File: src/rtl/emif_csr_pkg.sv
// emif_csr_pkg: shared types and register offsets for the multi-channel EMIF feature CSR block
package emif_csr_pkg;

    localparam logic [3:0]  EMIF_FEAT_TYPE          = 4'h3;
    localparam logic [15:0] EMIF_DFH_OFFSET         = 16'h0000;
    localparam logic [15:0] EMIF_STATUS_OFFSET      = 16'h0008;
    localparam logic [15:0] EMIF_CAPABILITY_OFFSET  = 16'h0010;
    localparam logic [15:0] EMIF_CAL_TIMEOUT_OFFSET = 16'h0018;

    typedef struct packed {
        logic [3:0]  feat_type;
        logic [18:0] rsvd;
        logic        eol;
        logic [23:0] next_offset;
        logic [3:0]  major_ver;
        logic [11:0] feat_id;
    } t_dfh;

    typedef enum logic [1:0] {
        MMIO_IDLE,
        MMIO_RD,
        MMIO_RESP
    } t_mmio_state;

endpackage

File: src/rtl/emif_cal_sync_timer.sv
// emif_cal_sync_timer: per-channel calibration synchroniser, timeout counter and sticky timeout flag
module emif_cal_sync_timer (
    input  logic        clk,
    input  logic        rst,
    input  logic        enable,
    input  logic        success_a,
    input  logic        fail_a,
    input  logic [31:0] thresh,
    input  logic        clr,
    output logic        success_s,
    output logic        fail_s,
    output logic        timeout
);

    logic [1:0]  success_sync;
    logic [1:0]  fail_sync;
    logic [31:0] cnt;
    logic        run;

    assign success_s = success_sync[1];
    assign fail_s    = fail_sync[1];
    assign run       = enable && (thresh != 32'd0) && !success_s && !fail_s;

    // two-flop synchronisers for the asynchronous calibration results
    always_ff @(posedge clk or posedge rst) begin
        if (rst) begin
            success_sync <= '0;
            fail_sync    <= '0;
        end else begin
            success_sync <= {success_sync[0], success_a};
            fail_sync    <= {fail_sync[0], fail_a};
        end
    end

    // count idle cycles; clear beats set, and >= lets a lowered threshold fire immediately
    always_ff @(posedge clk or posedge rst) begin
        if (rst) begin
            cnt     <= '0;
            timeout <= 1'b0;
        end else if (clr) begin
            cnt     <= '0;
            timeout <= 1'b0;
        end else if (!run) begin
            cnt <= '0;
        end else if (!timeout) begin
            if (cnt >= thresh - 32'd1)
                timeout <= 1'b1;
            else
                cnt <= cnt + 32'd1;
        end
    end

endmodule

File: src/rtl/emif_dfh_csr_mc.sv
// emif_dfh_csr_mc: multi-channel EMIF DFH/status/capability/timeout CSRs behind a 64-bit MMIO port
module emif_dfh_csr_mc
    import emif_csr_pkg::*;
#(
    parameter int          NUM_CH          = 4,
    parameter logic [15:0] CH_MASK         = 16'h000F,
    parameter int          ADDR_W          = 16,
    parameter logic [11:0] FEAT_ID         = 12'h009,
    parameter logic [3:0]  DFH_MAJOR_VER   = 4'h1,
    parameter logic [23:0] NEXT_DFH_OFFSET = 24'h00B000,
    parameter logic        END_OF_LIST     = 1'b0,
    parameter logic [31:0] CAL_TIMEOUT_DEF = 32'd1000000
) (
    input  logic              clk,
    input  logic              rst,
    input  logic              req_valid,
    output logic              req_ready,
    input  logic              req_write,
    input  logic [ADDR_W-1:0] req_addr,
    input  logic [63:0]       req_wdata,
    output logic              rsp_valid,
    input  logic              rsp_ready,
    output logic [63:0]       rsp_rdata,
    input  logic [NUM_CH-1:0] cal_success,
    input  logic [NUM_CH-1:0] cal_fail,
    output logic              cal_err
);

    t_mmio_state       state, state_nxt;
    t_dfh              dfh;
    logic [31:0]       cal_timeout;
    logic [ADDR_W-1:0] rd_addr;
    logic [63:0]       rd_mux;
    logic [NUM_CH-1:0] success_s, fail_s, sticky, clr;
    logic              wr_en;
    logic              unused_wdata;

    function automatic logic hit(input logic [ADDR_W-1:0] a, input logic [15:0] off);
        return (a >> 3) == (ADDR_W'(off) >> 3);
    endfunction

    assign dfh          = '{feat_type: EMIF_FEAT_TYPE, rsvd: '0, eol: END_OF_LIST,
                            next_offset: NEXT_DFH_OFFSET, major_ver: DFH_MAJOR_VER, feat_id: FEAT_ID};
    assign wr_en        = req_valid && req_ready && req_write;
    assign clr          = (wr_en && hit(req_addr, EMIF_STATUS_OFFSET)) ? req_wdata[32 +: NUM_CH] : '0;
    assign unused_wdata = ^req_wdata;

    for (genvar i = 0; i < NUM_CH; i++) begin : g_ch
        emif_cal_sync_timer u_timer (
            .clk       (clk),
            .rst       (rst),
            .enable    (CH_MASK[i]),
            .success_a (cal_success[i]),
            .fail_a    (cal_fail[i]),
            .thresh    (cal_timeout),
            .clr       (clr[i]),
            .success_s (success_s[i]),
            .fail_s    (fail_s[i]),
            .timeout   (sticky[i])
        );
    end

    // read decode of the latched address; unmapped words read as zero
    always_comb begin
        rd_mux = '0;
        if (hit(rd_addr, EMIF_DFH_OFFSET)) begin
            rd_mux = dfh;
        end else if (hit(rd_addr, EMIF_STATUS_OFFSET)) begin
            rd_mux[0 +: NUM_CH]  = success_s;
            rd_mux[16 +: NUM_CH] = fail_s;
            rd_mux[32 +: NUM_CH] = sticky;
        end else if (hit(rd_addr, EMIF_CAPABILITY_OFFSET)) begin
            rd_mux[15:0]  = CH_MASK;
            rd_mux[19:16] = 4'(NUM_CH - 1);
        end else if (hit(rd_addr, EMIF_CAL_TIMEOUT_OFFSET)) begin
            rd_mux[31:0] = cal_timeout;
        end
    end

    // MMIO state register
    always_ff @(posedge clk or posedge rst) begin
        if (rst)
            state <= MMIO_IDLE;
        else
            state <= state_nxt;
    end

    // MMIO next state and handshake outputs; one request outstanding at a time
    always_comb begin
        state_nxt = state;
        req_ready = 1'b0;
        rsp_valid = 1'b0;
        case (state)
            MMIO_IDLE: begin
                req_ready = 1'b1;
                if (req_valid && !req_write)
                    state_nxt = MMIO_RD;
            end
            MMIO_RD:   state_nxt = MMIO_RESP;
            MMIO_RESP: begin
                rsp_valid = 1'b1;
                if (rsp_ready)
                    state_nxt = MMIO_IDLE;
            end
            default:   state_nxt = MMIO_IDLE;
        endcase
    end

    // read address capture, registered read data, timeout register and error aggregation
    always_ff @(posedge clk or posedge rst) begin
        if (rst) begin
            rd_addr     <= '0;
            rsp_rdata   <= '0;
            cal_timeout <= CAL_TIMEOUT_DEF;
            cal_err     <= 1'b0;
        end else begin
            if (req_valid && req_ready && !req_write)
                rd_addr <= req_addr;
            if (state == MMIO_RD)
                rsp_rdata <= rd_mux;
            if (wr_en && hit(req_addr, EMIF_CAL_TIMEOUT_OFFSET))
                cal_timeout <= req_wdata[31:0];
            cal_err <= |{fail_s, sticky};
        end
    end

endmodule
File: config.mk
export PLATFORM = sky130hd
export DESIGN_NAME = emif_dfh_csr_mc
export DESIGN_NICKNAME = d
export VERILOG_FILES = /design/src/rtl/emif_csr_pkg.sv /design/src/rtl/emif_cal_sync_timer.sv /design/src/rtl/emif_dfh_csr_mc.sv
export SDC_FILE = /design/constraint.sdc
export NUM_CORES = 1
export LEC_CHECK = 0
export CAP_MARGIN = 20
export CORE_MARGIN = 10
export CORE_UTILIZATION = 30
export CTS_CLUSTER_DIAMETER = 80
export CTS_CLUSTER_SIZE = 12
export DETAILED_ROUTE_END_ITERATION = 10
export DONT_BUFFER_PORTS = 1
export GPL_TIMING_DRIVEN = 0
export SLEW_MARGIN = 20
export SYNTH_ARGS = -nofsm -noshare
export SYNTH_HDL_FRONTEND = slang
export SYNTH_SLANG_ARGS = --single-unit
File: constraint.sdc
create_clock -name clk -period 9.3 [get_ports clk]
set_clock_uncertainty 0.2 [all_clocks]
set_input_delay 1.395 -clock clk [delete_from_list [all_inputs] [get_ports clk]]
set_output_delay 1.395 -clock clk [all_outputs]
set_load 0.02 [all_outputs]
# After elaboration in Yosys (flattened, before gate mapping)

Cells that the tools add are included.

Register bits: 263
Bits in latches: 0
RAM bits: 0
Memory bits (read-only): 0
Bits of input ports: 93
Logic and storage cells: 131
Memories kept: 0

$add $sub $neg: 5
Multipliers: 0
Divide/modulo/power cells: 0
Magnitude comparators: 4
Equality and inequality tests: 17
Shifts and indexed selects: 0
Multiplexer cells: 48
Bitwise gates (word level): 0
Reduce and logical (&&, ||, !) cells: 36

Operators with widths:

| kind                                                                   | number |
|---|---|
| 32-bit 2-to-1 mux                                                      | 17 |
| 32-bit by 1-bit adder with 32-bit output, second input constant        | 4 |
| 32-bit greater-or-equal comparator                                     | 4 |
| 13-bit by 2-bit equality test with 1-bit output, second input constant | 3 |
| 12-bit 2-to-1 mux                                                      | 3 |
| 36-bit 2-to-1 mux                                                      | 1 |
| 32-bit nonzero test                                                    | 1 |
| 32-bit by 1-bit subtractor with 32-bit output, second input constant   | 1 |
| 13-bit by 1-bit equality test with 1-bit output, second input constant | 2 |
| 26-bit 2-to-1 mux                                                      | 1 |
| 3-bit inequality test, second input constant                           | 8 |
| 20-bit 2-to-1 mux                                                      | 1 |
| 1-bit 2-to-1 mux                                                       | 18 |
| 16-bit zero test                                                       | 1 |
| 4-bit 2-to-1 mux                                                       | 4 |
| 1-bit logical AND                                                      | 14 |
| 2-bit AND reduction                                                    | 5 |
| 1-bit zero test                                                        | 9 |
| 2-bit nonzero test                                                     | 4 |
| 8-bit OR reduction                                                     | 1 |
| 2-bit one-hot mux with 3 select lines                                  | 1 |
| 2-bit 2-to-1 mux                                                       | 2 |
| 2-bit inequality test, second input constant                           | 2 |
| 2-bit by 1-bit equality test with 1-bit output, second input constant  | 1 |
| 2 further kinds                                                        | 2 |

# Longest topological paths before layout

Depth in word-level cells: 8
Depth in mapped cells: 20
Gate-level depth less buffers: 17

# By module

From an unflattened synthesis, not the netlist that was laid out.

Cell total of the unflattened synthesis: 1730
Area, all modules: 16176.8 um^2

Modules (own cells, without submodules):

| module                                    | times used | cells an instance | area each (um^2) |
|---|---|---|---|
| emif_cal_sync_timer (g_ch[0].u_timer ...) | 3          | 362               | 3095.5 |
| emif_dfh_csr_mc                           | 1          | 274               | 3694.8 |
| emif_cal_sync_timer (g_ch[1].u_timer)     | 1          | 370               | 3195.6 |

# Least setup slack after synthesis

No wires, ideal clock.

Path kind: flip-flop to flip-flop
From: reg cal_timeout[4]
To: reg g_ch[1].u_timer.cnt[18]
Library setup time: 0.078 ns
Arrival: 4.900 ns
Data required time: 9.022 ns
Path slack: 4.122 ns
Stages on the path, launching flop included: 20
Clock period less this slack: 5.178 ns
Cells stage by stage: dfrtp_1 > or4_4 > or3_1 > buf_2 > or2_4 > or3_1 > clkbuf_1 > nor3_1 > xnor2_1 > ha_1 > a211oi_1 > o21bai_1 > a211oi_1 > o21ai_0 > a21o_1 > a31o_1 > buf_6 > or3_4 > or4_1 > a21oi_1

Word-level cells in the longest chain between the ends: 5

RTL lines:

| what                                                                                  | line                      | RTL |
|---|---|---|
| from (decl)                                                                           | emif_dfh_csr_mc.sv:31     | `logic [31:0] cal_timeout;` |
| from (signal assigned)                                                                | emif_dfh_csr_mc.sv:122    | `cal_timeout <= req_wdata[31:0];` |
| branches (longest 5 deep; another with 32-bit by 1-bit subtractor with 32-bit output) | n/a                       |  |
| to (signal assigned)                                                                  | emif_cal_sync_timer.sv:49 | `cnt <= cnt + 32'd1;` |
| to (decl)                                                                             | emif_cal_sync_timer.sv:17 | `logic [31:0] cnt;` |

Several ways; the timed one is not identified.
A chain may end at the register's enable or synchronous reset.

# Final worst setup path

From: reg cal_timeout[4]
To: reg g_ch[0].u_timer.cnt[9]

Word-level cells in the longest chain between the ends: 5

RTL lines:

| what                                                                                  | line |
|---|---|
| branches (longest 5 deep; another with 32-bit by 1-bit subtractor with 32-bit output) | n/a |
| to (signal assigned)                                                                  | emif_cal_sync_timer.sv:49 |
| to (decl)                                                                             | emif_cal_sync_timer.sv:17 |

Several ways; the timed one is not identified.

==> reports/results.txt <==
status - finished, final reports clean
Initial Util - 0.3034
Layout area overhead - 11.38%
post-place setup slack - 3.188 ns
setup bufs post-CTS - 0
Int Pwr - 1.546 mW
TritonCTS Buffers - 23
placed inst area - 15060 um^2
critical path class - register to register
initial antenna violation count - 5
crit-path max cell delay - 0.75 ns
Compound-Gate Fraction of Synth Area - 0.1622
Synth area leader - dfrtp_1
Post-Route WL - 42.16 mm
Worst EP required - 9.54 ns
Slew HR - 0.1878
crit path max fanout - 10
kind of end point of the critical path - register
syn_area_per_cell - 9.595 um^2
DP Wirelength - 31.02 mm
xor and xnor fraction of the mapped netlist area - 0.03473
Iteration-0 DRC Markers - 925
final worst-path setup slack - 3.126 ns
placed insts - 2108
largest net degree at the start of global routing - 99
Post-Synth Simple-Gate Area - 0.1918
DRC violation count after routing - 0
Max Freq - 0.1620 GHz
WHS - 0.1422 ns
Final Hold Vio Count - 0
vias in the first global route - 11320
Synth Warn # - 0
Max clock buf depth - 3
Hold Path Class - register to register
Unique masters post-synth - 71
Setup TNS - 0 ns
Combinational Power Share - 0.058
fin. max-slew vios - 0
Async S/R FF share, synth - 1.000
CTS tree - done
main combinational cell family by area after synthesis - simple AND/OR/NAND/NOR gates
multiplexer share of the synthesized area - 0.04491
remaining antenna violation count after routing - 0
Die Wd - 237.0 um
Setup crit start kind - register
Final min period - 6.174 ns
Final GP Congestion - 0.8767
clk sinks - 233
Net Sw Frac - 0.2474
Period Utilization, post-route - 0.6639
clock power share - 0.433
Rows - 79
CP max stage cell - nor3_2
CP arrival - 6.41 ns
synth top area cells - dfrtp_1, ha_1, a21oi_1, mux2_2, or3_1
via count - 11820
Buf+Inv Stages, Crit Path - 3
final setup vio count - 0
grt ovf - 0
cts repair resizes - 0
share of layout cells above drive strength 1 - 0.08885
nets@finish - 1744
Die ar. - 56160 um^2
Post-synth EDFFs - 0
P_leak - 6.982 nW
Adder-Cell Fraction of Synth Area - 0.1107
first-pass GRT wire length - 65.36 mm
final instance area - 15730 um^2
per-cell routed wire length - 19.61 um
Peak VDD IR - 144.0 uV
Power Total - 2.055 mW
delay-heaviest family, CP - simple AND/OR/NAND/NOR gates
PortBufs - 0
unrepaired setup endpoints after global routing - no
Synth Instances - 1472
crit-path cells - or4_4 -> or3_1 -> buf_2 -> or2_4 -> or3_1 -> clkbuf_1 -> nor3_1 -> xnor2_1 -> ha_1 -> a21o_1 -> a21o_1 -> a21oi_1 -> o21ai_0 -> nand3_1 -> nand3_1 -> nor3_2 -> buf_2 -> a21oi_1 -> a31o_2
# IOs - 160
Least-Margin Pin Slew - 1.210 ns
Sequential Power Share - 0.509
sequential area share after synthesis - 0.4134
PwrDens - 130.6 nW/um^2
H-tree levels - 1
clk slew on worst S/H paths - 0.07 ns
Synth Register Bits - 233
Die Ht - 237.0 um
Synth Flop Type - dfrtp_1
area of the core - 46560 um^2
Hold Buf Count CTS - 0
worst skew pair latency - 0.55 ns
Pre-antenna DRT Iters - 5
max-cap viol count - 0
final core utilization - 0.3379
clock tree root buffer cell - clkbuf_16
Psw - 0.5084 mW
Cell Area, Synth - 14120 um^2
area share of the largest cell type after synthesis - 0.4004
Total Routing Usage GR - 0.1439
via/cell ratio - 5.498
fin cells - 2150
-- routing by layer --
layer | part of all wire | wire length (um) | GRT usage
met1 | 0.42 | 17820 | 0.1828
met2 | 0.46 | 19550 | 0.2327
met3 | 0.081 | 3423 | 0.03497
met4 | 0.031 | 1308 | 0.05153
met5 | 0.0014 | 57 | 0
-- cells by family (layout without fill, tap and decap cells) --
kind of cell | after synthesis | count (layout)
simple gates | 506 | 506
xor+xnor | 56 | 56
fa+ha+maj | 125 | 125
other cells | 1 | 27
buf+inv | 124 | 169
flops | 233 | 233
mux | 58 | 58
compound gates | 369 | 369
-- synthesized netlist by cell type, types with 14 or more instances --
master and n:
a211oi_1 19, a21o_1 31, a21oi_1 130, a22o_1 24, and2_1 14, and3_1 18
buf_4 27, clkbuf_1 42, dfrtp_1 226, ha_1 125, inv_1 39, mux2_2 43
mux2i_1 15, nand2_1 97, nand3_1 57, nand4_1 42, nor2_1 87, nor3_1 27
nor4_1 22, o21ai_0 88, o31ai_1 24, or3_1 71, or4_1 25, xnor2_1 46
-- registers in the layout, indices dropped and copies added, names as in the netlist --
| name | cells |
|---|---|
| rsp_rdata | 37 |
| cal_err | 1 |
| state | 2 |
| g_ch.u_timer.cnt | 128 |
| rd_addr | 13 |
| cal_timeout | 32 |
| g_ch.u_timer.success_sync | 8 |
| g_ch.u_timer.timeout | 4 |
| g_ch.u_timer.fail_sync | 8 |
-- cells in the final DEF, fill, tap and decap left out, drive strengths merged, types with 15 or more instances in the layout --
cell type and instances:
or4 26, clkbuf 81, inv 40, nand3 57
a22o 24, nor3 29, nor2 87, nand4 42
nor4 22, buf 47, o31ai 24, a21oi 130
dfrtp 226, ha 125, o21ai 92, nand2 98
conb 26, mux2i 15, and3 18, a211oi 20
xnor2 46, mux2 43, or3 72, a21o 31
-- power by group through the flow --
stage	clock network, mW	logic [mW]	registers [mW]
3_3_place_gp	0	0.114	1.06
5_1_grt	0.954	0.133	1.05
2_1_floorplan	0	0.0900	1.06
4_1_cts	0.910	0.121	1.05
6_report	0.890	0.120	1.05
3_5_place_dp	0	0.120	1.06
-- final timing paths --
check	start	end	slack [ns]	cells past startpoint
worst max-delay path	cal_timeout[4]	g_ch[0].u_timer.cnt[9]	3.13	19
worst min-delay path	g_ch[1].u_timer.fail_sync[0]	g_ch[1].u_timer.fail_sync[1]	0.14	0
worst max register to register	cal_timeout[4]	g_ch[0].u_timer.cnt[9]	3.13	19
worst min register to register	g_ch[1].u_timer.fail_sync[0]	g_ch[1].u_timer.fail_sync[1]	0.14	0
max in group asynchronous	rst	g_ch[3].u_timer.cnt[31]	7.49	2
min in group asynchronous	rst	g_ch[0].u_timer.cnt[2]	0.51	1
-- worst register-to-register path, cell delays in order (launching register included) --
cell	delay, ns
dfrtp_1	0.46
or4_4	0.58
or3_1	0.35
buf_2	0.17
or2_4	0.28
or3_1	0.31
clkbuf_1	0.22
nor3_1	0.27
xnor2_1	0.45
ha_1	0.40
a21o_1	0.16
a21o_1	0.17
a21oi_1	0.15
o21ai_0	0.12
nand3_1	0.09
nand3_1	0.24
nor3_2	0.75
buf_2	0.39
a21oi_1	0.10
a31o_2	0.23
-- area by class of cell --
type	count	area (um^2)
Fill cell	4724	30820
Multi-Input combinational cell	1140	7792
Sequential cell	233	5839
Tap cell	607	759.5
Clock buffer	39	645.6
Buffer	85	445.4
Inverter	39	153.9
Timing Repair Buffer	4	65.06
Clock inverter	2	27.53
Antenna cell	1	2.502
Power figures use the tool's default switching activity.
